### config.mk
export PLATFORM = sky130hd
export DESIGN_NAME = cpu_mem_bridge_flat
export DESIGN_NICKNAME = d
export VERILOG_FILES = /design/src/rtl/cpu_mem_bridge_if.sv /design/src/rtl/cpu_mem_bridge.sv /design/src/flat_wrapper.sv
export SDC_FILE = /design/constraint.sdc
export NUM_CORES = 1
export LEC_CHECK = 0
export ABC_AREA = 1
export CAP_MARGIN = 25
export CORE_MARGIN = 8
export CORE_UTILIZATION = 45
export DETAILED_ROUTE_END_ITERATION = 16
export PLACE_DENSITY = 0.66
export SYNTH_ARGS = -nofsm -noshare
export SYNTH_HDL_FRONTEND = slang
export SYNTH_SLANG_ARGS = --single-unit
### constraint.sdc
create_clock -name clk -period 6.15 [get_ports clk]
set_input_delay 1.23 -clock clk [delete_from_list [all_inputs] [get_ports clk]]
set_output_delay 1.23 -clock clk [all_outputs]
set_load 0.005 [all_outputs]
### src/rtl/cpu_mem_bridge_if.sv
// cpu_mem_bridge_if: groups the core request/response signals and the
// 16-bit req/ack memory bus served by cpu_mem_bridge.
//   master : the surroundings (CPU core request side + memory fabric)
//   slave  : the bridge itself
// Parameter: ADDR_WIDTH - byte address width on both sides.
interface cpu_mem_bridge_if #(
  parameter int unsigned ADDR_WIDTH = 32
);
  // CPU side
  logic                  cpu_req_valid;
  logic                  cpu_req_we;
  logic [1:0]            cpu_req_size;
  logic [ADDR_WIDTH-1:0] cpu_req_addr;
  logic [47:0]           cpu_req_wdata;
  logic                  cpu_enable;
  logic [47:0]           cpu_rdata;
  logic                  cpu_err;
  // Memory side
  logic                  mem_req;
  logic                  mem_we;
  logic [ADDR_WIDTH-1:0] mem_addr;
  logic [1:0]            mem_be;
  logic [15:0]           mem_wdata;
  logic [15:0]           mem_rdata;
  logic                  mem_ack;

  modport master (
    output cpu_req_valid, cpu_req_we, cpu_req_size, cpu_req_addr, cpu_req_wdata,
    input  cpu_enable, cpu_rdata, cpu_err,
    input  mem_req, mem_we, mem_addr, mem_be, mem_wdata,
    output mem_rdata, mem_ack
  );

  modport slave (
    input  cpu_req_valid, cpu_req_we, cpu_req_size, cpu_req_addr, cpu_req_wdata,
    output cpu_enable, cpu_rdata, cpu_err,
    output mem_req, mem_we, mem_addr, mem_be, mem_wdata,
    input  mem_rdata, mem_ack
  );
endinterface

### src/rtl/cpu_mem_bridge.sv
// cpu_mem_bridge: takes the core's single outstanding 8/16/32/48-bit access,
// splits it into little-endian 16-bit beats on a req/ack memory bus, stalls
// the core via cpu_enable until the access completes and returns zero-extended
// read data (or an error for misaligned / timed-out accesses).
// Ports:
//   clk    - single clock, posedge
//   rst_n  - asynchronous active-low reset
//   bus    - cpu_mem_bridge_if.slave (CPU request/response + memory bus)
// Optional feature macro: CPU_MEM_BRIDGE_TIMEOUT_EN
//   defined   : a beat waiting TIMEOUT_CYCLES cycles without mem_ack is
//               abandoned and the access completes with cpu_err = 1
//   undefined : the bridge waits indefinitely for mem_ack
module cpu_mem_bridge #(
  parameter int unsigned ADDR_WIDTH     = 32,
  parameter int unsigned TIMEOUT_CYCLES = 255
) (
  input logic             clk,
  input logic             rst_n,
  cpu_mem_bridge_if.slave bus
);

  localparam int unsigned DATA_W = 48;
  localparam int unsigned BEAT_W = 16;
  localparam logic [1:0]  SZ8    = 2'b00;

  typedef enum logic [1:0] {
    ST_IDLE = 2'd0,
    ST_BEAT = 2'd1,
    ST_DONE = 2'd2
  } state_t;

  state_t                r_state;
  logic                  r_we;
  logic [1:0]            r_size;
  logic [ADDR_WIDTH-1:0] r_addr;
  logic [DATA_W-1:0]     r_wdata;
  logic [1:0]            r_beat;
  logic [1:0]            r_last_beat;
  logic [DATA_W-1:0]     r_rbuf;

  logic                  r_mem_req;
  logic                  r_mem_we;
  logic [ADDR_WIDTH-1:0] r_mem_addr;
  logic [1:0]            r_mem_be;
  logic [BEAT_W-1:0]     r_mem_wdata;
  logic [DATA_W-1:0]     r_cpu_rdata;
  logic                  r_cpu_err;

  logic                  w_misaligned;
  logic                  w_last;
  logic [1:0]            w_beat_next;
  logic [DATA_W-1:0]     w_rbuf_next;

`ifdef CPU_MEM_BRIDGE_TIMEOUT_EN
  localparam int unsigned TO_W = (TIMEOUT_CYCLES > 1) ? $clog2(TIMEOUT_CYCLES) : 1;
  localparam logic [TO_W-1:0] TO_LAST = TO_W'(TIMEOUT_CYCLES - 1);
  logic [TO_W-1:0] r_wait;
`else
  logic w_unused_timeout;
  assign w_unused_timeout = ^TIMEOUT_CYCLES;
`endif

  // Index of the final beat: 8/16 bit -> 0, 32 bit -> 1, 48 bit -> 2
  function automatic logic [1:0] f_last_beat(input logic [1:0] size);
    case (size)
      2'b10:   return 2'd1;
      2'b11:   return 2'd2;
      default: return 2'd0;
    endcase
  endfunction

  // Halfword-aligned address of beat k
  function automatic logic [ADDR_WIDTH-1:0] f_beat_addr(input logic [ADDR_WIDTH-1:0] addr,
                                                        input logic [1:0] k);
    return {addr[ADDR_WIDTH-1:1], 1'b0} + ADDR_WIDTH'({k, 1'b0});
  endfunction

  // Byte accesses select one lane, everything else uses both
  function automatic logic [1:0] f_beat_be(input logic [1:0] size, input logic a0);
    if (size == SZ8) return a0 ? 2'b10 : 2'b01;
    return 2'b11;
  endfunction

  // Byte writes are replicated on both lanes; wider writes slice by beat
  function automatic logic [BEAT_W-1:0] f_beat_wdata(input logic [1:0] size,
                                                     input logic [DATA_W-1:0] wdata,
                                                     input logic [1:0] k);
    if (size == SZ8) return {wdata[7:0], wdata[7:0]};
    case (k)
      2'd0:    return wdata[15:0];
      2'd1:    return wdata[31:16];
      default: return wdata[47:32];
    endcase
  endfunction

  assign w_misaligned = (bus.cpu_req_size != SZ8) && bus.cpu_req_addr[0];
  assign w_last       = (r_beat == r_last_beat);
  assign w_beat_next  = 2'(r_beat + 2'd1);

  // Read buffer with the current beat's data merged in
  always_comb begin
    w_rbuf_next = r_rbuf;
    if (r_size == SZ8) begin
      w_rbuf_next = {40'd0, (r_addr[0] ? bus.mem_rdata[15:8] : bus.mem_rdata[7:0])};
    end else begin
      case (r_beat)
        2'd0:    w_rbuf_next[15:0]  = bus.mem_rdata;
        2'd1:    w_rbuf_next[31:16] = bus.mem_rdata;
        default: w_rbuf_next[47:32] = bus.mem_rdata;
      endcase
    end
  end

  // Access sequencer: IDLE -> BEAT (one per 16-bit beat) -> DONE -> IDLE
  always_ff @(posedge clk or negedge rst_n) begin
    if (!rst_n) begin
      r_state     <= ST_IDLE;
      r_we        <= 1'b0;
      r_size      <= 2'b00;
      r_addr      <= '0;
      r_wdata     <= '0;
      r_beat      <= 2'd0;
      r_last_beat <= 2'd0;
      r_rbuf      <= '0;
      r_mem_req   <= 1'b0;
      r_mem_we    <= 1'b0;
      r_mem_addr  <= '0;
      r_mem_be    <= 2'b00;
      r_mem_wdata <= '0;
      r_cpu_rdata <= '0;
      r_cpu_err   <= 1'b0;
`ifdef CPU_MEM_BRIDGE_TIMEOUT_EN
      r_wait      <= '0;
`endif
    end else begin
      case (r_state)
        ST_IDLE: begin
          if (bus.cpu_req_valid) begin
            r_we        <= bus.cpu_req_we;
            r_size      <= bus.cpu_req_size;
            r_addr      <= bus.cpu_req_addr;
            r_wdata     <= bus.cpu_req_wdata;
            r_beat      <= 2'd0;
            r_last_beat <= f_last_beat(bus.cpu_req_size);
            r_rbuf      <= '0;
`ifdef CPU_MEM_BRIDGE_TIMEOUT_EN
            r_wait      <= '0;
`endif
            if (w_misaligned) begin
              // Rejected without touching memory
              r_state     <= ST_DONE;
              r_cpu_err   <= 1'b1;
              r_cpu_rdata <= '0;
            end else begin
              r_state     <= ST_BEAT;
              r_mem_req   <= 1'b1;
              r_mem_we    <= bus.cpu_req_we;
              r_mem_addr  <= f_beat_addr(bus.cpu_req_addr, 2'd0);
              r_mem_be    <= f_beat_be(bus.cpu_req_size, bus.cpu_req_addr[0]);
              r_mem_wdata <= f_beat_wdata(bus.cpu_req_size, bus.cpu_req_wdata, 2'd0);
            end
          end
        end

        ST_BEAT: begin
          if (bus.mem_ack) begin
            if (!r_we) r_rbuf <= w_rbuf_next;
            if (w_last) begin
              r_state     <= ST_DONE;
              r_mem_req   <= 1'b0;
              r_cpu_err   <= 1'b0;
              r_cpu_rdata <= r_we ? '0 : w_rbuf_next;
            end else begin
              // Next beat presented back-to-back, mem_req stays high
              r_beat      <= w_beat_next;
              r_mem_addr  <= f_beat_addr(r_addr, w_beat_next);
              r_mem_wdata <= f_beat_wdata(r_size, r_wdata, w_beat_next);
`ifdef CPU_MEM_BRIDGE_TIMEOUT_EN
              r_wait      <= '0;
`endif
            end
          end
`ifdef CPU_MEM_BRIDGE_TIMEOUT_EN
          else if (r_wait == TO_LAST) begin
            // Beat abandoned after TIMEOUT_CYCLES cycles of req without ack
            r_state     <= ST_DONE;
            r_mem_req   <= 1'b0;
            r_cpu_err   <= 1'b1;
            r_cpu_rdata <= '0;
          end else begin
            r_wait <= TO_W'(r_wait + 1'b1);
          end
`endif
        end

        ST_DONE: begin
          r_state <= ST_IDLE;
        end

        default: begin
          r_state   <= ST_IDLE;
          r_mem_req <= 1'b0;
        end
      endcase
    end
  end

  // Stall is combinational in IDLE so the core halts in the request cycle
  assign bus.cpu_enable = !rst_n
                        || (r_state == ST_DONE)
                        || ((r_state == ST_IDLE) && !bus.cpu_req_valid);
  assign bus.cpu_rdata  = r_cpu_rdata;
  assign bus.cpu_err    = r_cpu_err;
  assign bus.mem_req    = r_mem_req;
  assign bus.mem_we     = r_mem_we;
  assign bus.mem_addr   = r_mem_addr;
  assign bus.mem_be     = r_mem_be;
  assign bus.mem_wdata  = r_mem_wdata;

endmodule
### src/flat_wrapper.sv
// flat-port wrapper written by rule: the top's interface ports become plain ports
module cpu_mem_bridge_flat 
#(
  parameter int unsigned ADDR_WIDTH     = 32,
  parameter int unsigned TIMEOUT_CYCLES = 255
)
  (clk, rst_n, bus_cpu_req_valid, bus_cpu_req_we, bus_cpu_req_size, bus_cpu_req_addr, bus_cpu_req_wdata, bus_cpu_enable, bus_cpu_rdata, bus_cpu_err, bus_mem_req, bus_mem_we, bus_mem_addr, bus_mem_be, bus_mem_wdata, bus_mem_rdata, bus_mem_ack);
  cpu_mem_bridge_if #(.ADDR_WIDTH(ADDR_WIDTH)) bus_i ();
  input logic clk;
  input logic rst_n;
  input wire logic [$bits(bus_i.cpu_req_valid)-1:0] bus_cpu_req_valid;
  input wire logic [$bits(bus_i.cpu_req_we)-1:0] bus_cpu_req_we;
  input wire logic [$bits(bus_i.cpu_req_size)-1:0] bus_cpu_req_size;
  input wire logic [$bits(bus_i.cpu_req_addr)-1:0] bus_cpu_req_addr;
  input wire logic [$bits(bus_i.cpu_req_wdata)-1:0] bus_cpu_req_wdata;
  output wire logic [$bits(bus_i.cpu_enable)-1:0] bus_cpu_enable;
  output wire logic [$bits(bus_i.cpu_rdata)-1:0] bus_cpu_rdata;
  output wire logic [$bits(bus_i.cpu_err)-1:0] bus_cpu_err;
  output wire logic [$bits(bus_i.mem_req)-1:0] bus_mem_req;
  output wire logic [$bits(bus_i.mem_we)-1:0] bus_mem_we;
  output wire logic [$bits(bus_i.mem_addr)-1:0] bus_mem_addr;
  output wire logic [$bits(bus_i.mem_be)-1:0] bus_mem_be;
  output wire logic [$bits(bus_i.mem_wdata)-1:0] bus_mem_wdata;
  input wire logic [$bits(bus_i.mem_rdata)-1:0] bus_mem_rdata;
  input wire logic [$bits(bus_i.mem_ack)-1:0] bus_mem_ack;
  assign bus_i.cpu_req_valid = bus_cpu_req_valid;
  assign bus_i.cpu_req_we = bus_cpu_req_we;
  assign bus_i.cpu_req_size = bus_cpu_req_size;
  assign bus_i.cpu_req_addr = bus_cpu_req_addr;
  assign bus_i.cpu_req_wdata = bus_cpu_req_wdata;
  assign bus_cpu_enable = bus_i.cpu_enable;
  assign bus_cpu_rdata = bus_i.cpu_rdata;
  assign bus_cpu_err = bus_i.cpu_err;
  assign bus_mem_req = bus_i.mem_req;
  assign bus_mem_we = bus_i.mem_we;
  assign bus_mem_addr = bus_i.mem_addr;
  assign bus_mem_be = bus_i.mem_be;
  assign bus_mem_wdata = bus_i.mem_wdata;
  assign bus_i.mem_rdata = bus_mem_rdata;
  assign bus_i.mem_ack = bus_mem_ack;
  cpu_mem_bridge #(.ADDR_WIDTH(ADDR_WIDTH), .TIMEOUT_CYCLES(TIMEOUT_CYCLES)) u_core (.clk(clk), .rst_n(rst_n), .bus(bus_i));
endmodule
==> flow_metrics.tcl <==
set metrics [dict create \
    status "complete, no violations" \
    max-vdd-ir-drop_mv 0.416 \
    wl_met2_mm 15.8 \
    cp-start-kind "input pin" \
    cts-htree-levels 1 \
    antenna_left 0 \
    cts_tree "yes" \
    slew_viol_final 0 \
    gp_congestion 0.910 \
    start_util 0.456 \
    power_leakage_nw 7.01 \
    hpwlAfterDp_mm 24.6 \
    cts.sinks 237 \
    worst-endpoint-arrival_ns 2.53 \
    maxSlewHeadroom 0.324 \
    ys_warn_count 0 \
    grt_usage 0.220 \
    postSynthAreaPerCell_um2 7.43 \
    postRouteWirelength_mm 34.9 \
    fin_setup_tns_ns 0 \
    top_layer "met5" \
    clkTransAtPathRegs_ns 0.06 \
    max_clock_freq_mhz 266 \
    wl_met1_mm 15.5 \
    path_class "input pin to output pin" \
    final_core_util 0.577 \
    antenna_found_initial 2 \
    crit_path_end_kind "output pin" \
    hold_buffers 0 \
    ys_seq_area_frac 0.501 \
    min_path_type "register to register" \
    cts_resized 0 \
    synth_top_area_share 0.501 \
    cp.required_ns 4.92 \
    grt_pass1_vias 10600 \
    rsz0062_at_grt "false" \
    placed_area_um2 14000 \
    core_um2 26000 \
    grt_pass1_wl_mm 56.5 \
    period_share 0.612 \
    worst_slack_ns 2.39 \
    netlist_instances 1595 \
    first_iter_violations 936 \
    gr-total-overflow 0 \
    num_rows 59 \
    die_area_um2 31800 \
    drive_above_1_share 0.0452 \
    dieHeight_um 178 \
    hold_viol_final 0 \
    drc 0 \
    die_x_um 178 \
    finalCriticalPeriod_ns 3.76 \
    worst_pin_slew_ns 1.01 \
    cap_violations 0 \
    placed_cells 2053 \
    syn2layout_area_growth_pct 26.6 \
    numPortBuffers 203 \
    synth_area_leaders "dfrtp_1, nand2_1, o21ai_0" \
    instances_no_fill 2106 \
    grt_max_degree 85 \
    clock_path_buffers 3 \
    syn_area_um2 11800 \
    wire_per_inst_um 16.6 \
    wl_met3_mm 2.68 \
    r2r_slack_ns 2.61 \
    nNetsFinal 1860 \
    p_per_area_nw_per_um2 477 \
    synth_nets 1705 \
    fillers 2441 \
    post_cts_buffers 0 \
    design_area_um2 15000 \
    setup_viol 0 \
    clk_latency_ns 0.56 \
    via_per_inst 5.17 \
    synth_top_area_cell "dfrtp_1" \
    synth-seq-cells 237 \
    drt_pass1_iterations 7 \
    skew_ns 0.0200 \
    synth_cell_types 34 \
    pre_cts_slack_ns 2.17 \
    cts-root-buf "clkbuf_16" \
    cts_made_buffers 27 \
    timing.critical_path.fanout_max 3 \
    vias 10900 \
    pin_count 205 \
]
## path summary, 6_finish.rpt
| check | cells after the start | endpoint | startpoint |
|---|---|---|---|
| setup / recovery | 5 | bus_cpu_enable | bus_cpu_req_valid |
| hold / removal | 2 | u_core.bus.cpu_rdata[43] | u_core.bus.cpu_rdata[43] |
| setup reg to reg | 9 | u_core.r_rbuf[15] | u_core.r_state[1] |
| hold reg to reg | 2 | u_core.bus.cpu_rdata[43] | u_core.bus.cpu_rdata[43] |
| max in group asynchronous | 3 | u_core.r_addr[19] | rst_n |
| min in group asynchronous | 1 | u_core.r_rbuf[16] | rst_n |
## sequential cells by signal, summed over array words and instances, names as in the netlist
register	count
u_core.bus.cpu_rdata	48
u_core.r_addr	32
u_core.bus.mem_addr	31
u_core.bus.mem_we	1
u_core.r_beat	2
u_core.r_last_beat	2
u_core.bus.mem_wdata	16
u_core.bus.mem_be	2
u_core.r_wdata	48
u_core.bus.mem_req	1
u_core.r_we	1
u_core.r_state	2
u_core.bus.cpu_err	1
u_core.r_size	2
u_core.r_rbuf	48
## layout by cell type, fill, tap and decap left out, types with 6 or more instances in the layout
| cell type | synthesis | layout |
|---|---|---|
| clkbuf_1 | 60 | 6 |
| clkdlybuf4s50_1 | 0 | 202 |
| o21ai_1 | 30 | 30 |
| o21ai_0 | 165 | 165 |
| o211ai_1 | 27 | 27 |
| a21oi_1 | 24 | 24 |
| buf_4 | 5 | 10 |
| clkbuf_16 | 0 | 27 |
| inv_1 | 110 | 109 |
| o22ai_1 | 6 | 6 |
| nand2_1 | 626 | 625 |
| nand3_1 | 130 | 130 |
| nor2_1 | 108 | 108 |
| ha_1 | 6 | 6 |
| clkinv_2 | 1 | 7 |
| dfrtp_1 | 237 | 237 |
| o21ai_2 | 7 | 7 |
## through the flow
stage / hold slack, ns / total power [mW]
after floorplan: 0.444 / 4.41
after global placement: 0.458 / 5.44
after detailed placement: 0.460 / 5.51
after CTS: 0.477 / 7.20
after global routing: 0.492 / 7.73
final: 0.476 / 7.16
## Yosys cell counts, drive strengths merged
master,number
nand2,630
dfrtp,237
o21ai,202
nand3,131
inv,112
nor2,111
clkbuf,60
buf,32
o211ai,27
a21oi,24
ha,6
o22ai,6
xnor2,5
nor3,3
clkinv,2
nand4,2
a22oi,1
conb,1
fa,1
nand3b,1
or2,1
## routing by layer
metal,global-route usage,vias to the layer above
li1,-,5389
met1,0.300,5083
met2,0.342,349
met3,0.0493,62
met4,0.0699,2
met5,0,-
## cell families after synthesis
family          after synthesis  share of synthesized area
simple gates                879                      0.297
buf+inv                     206                     0.0719
compound gates              260                      0.119
fa+ha+maj                     7                    0.00803
other cells                   1                   0.000316
xor+xnor                      5                    0.00370
flops                       237                      0.501
## final cells by class
| type | count | area [µm²] | area share |
|---|---|---|---|
| timing repair buffer | 218 | 2230 | 0.149 |
| tap | 335 | 419 | 0.0279 |
| clock buffer | 38 | 767 | 0.0511 |
| antenna | 1 | 2.50 | 0.000167 |
| sequential | 237 | 5930 | 0.395 |
| clock inverter | 11 | 148 | 0.00984 |
| multi-input combinational | 1152 | 5070 | 0.338 |
| inverter | 114 | 432 | 0.0288 |
## critical path, cell delays in order
cell             delay, ns
clkdlybuf4s50_1       0.45
inv_1                 0.07
nand2_1               0.07
o211ai_1              0.10
clkdlybuf4s50_1       0.61
## power by group
part / total [mW] / switching [mW] / internal (mW)
Clock: 1.65 / 0.655 / 0.996
Sequential: 2.55 / 0.438 / 2.12
Combinational: 2.95 / 1.84 / 1.12
Total: 7.16 / 2.93 / 4.23
Note: power is estimated with default switching activity, not from simulation.
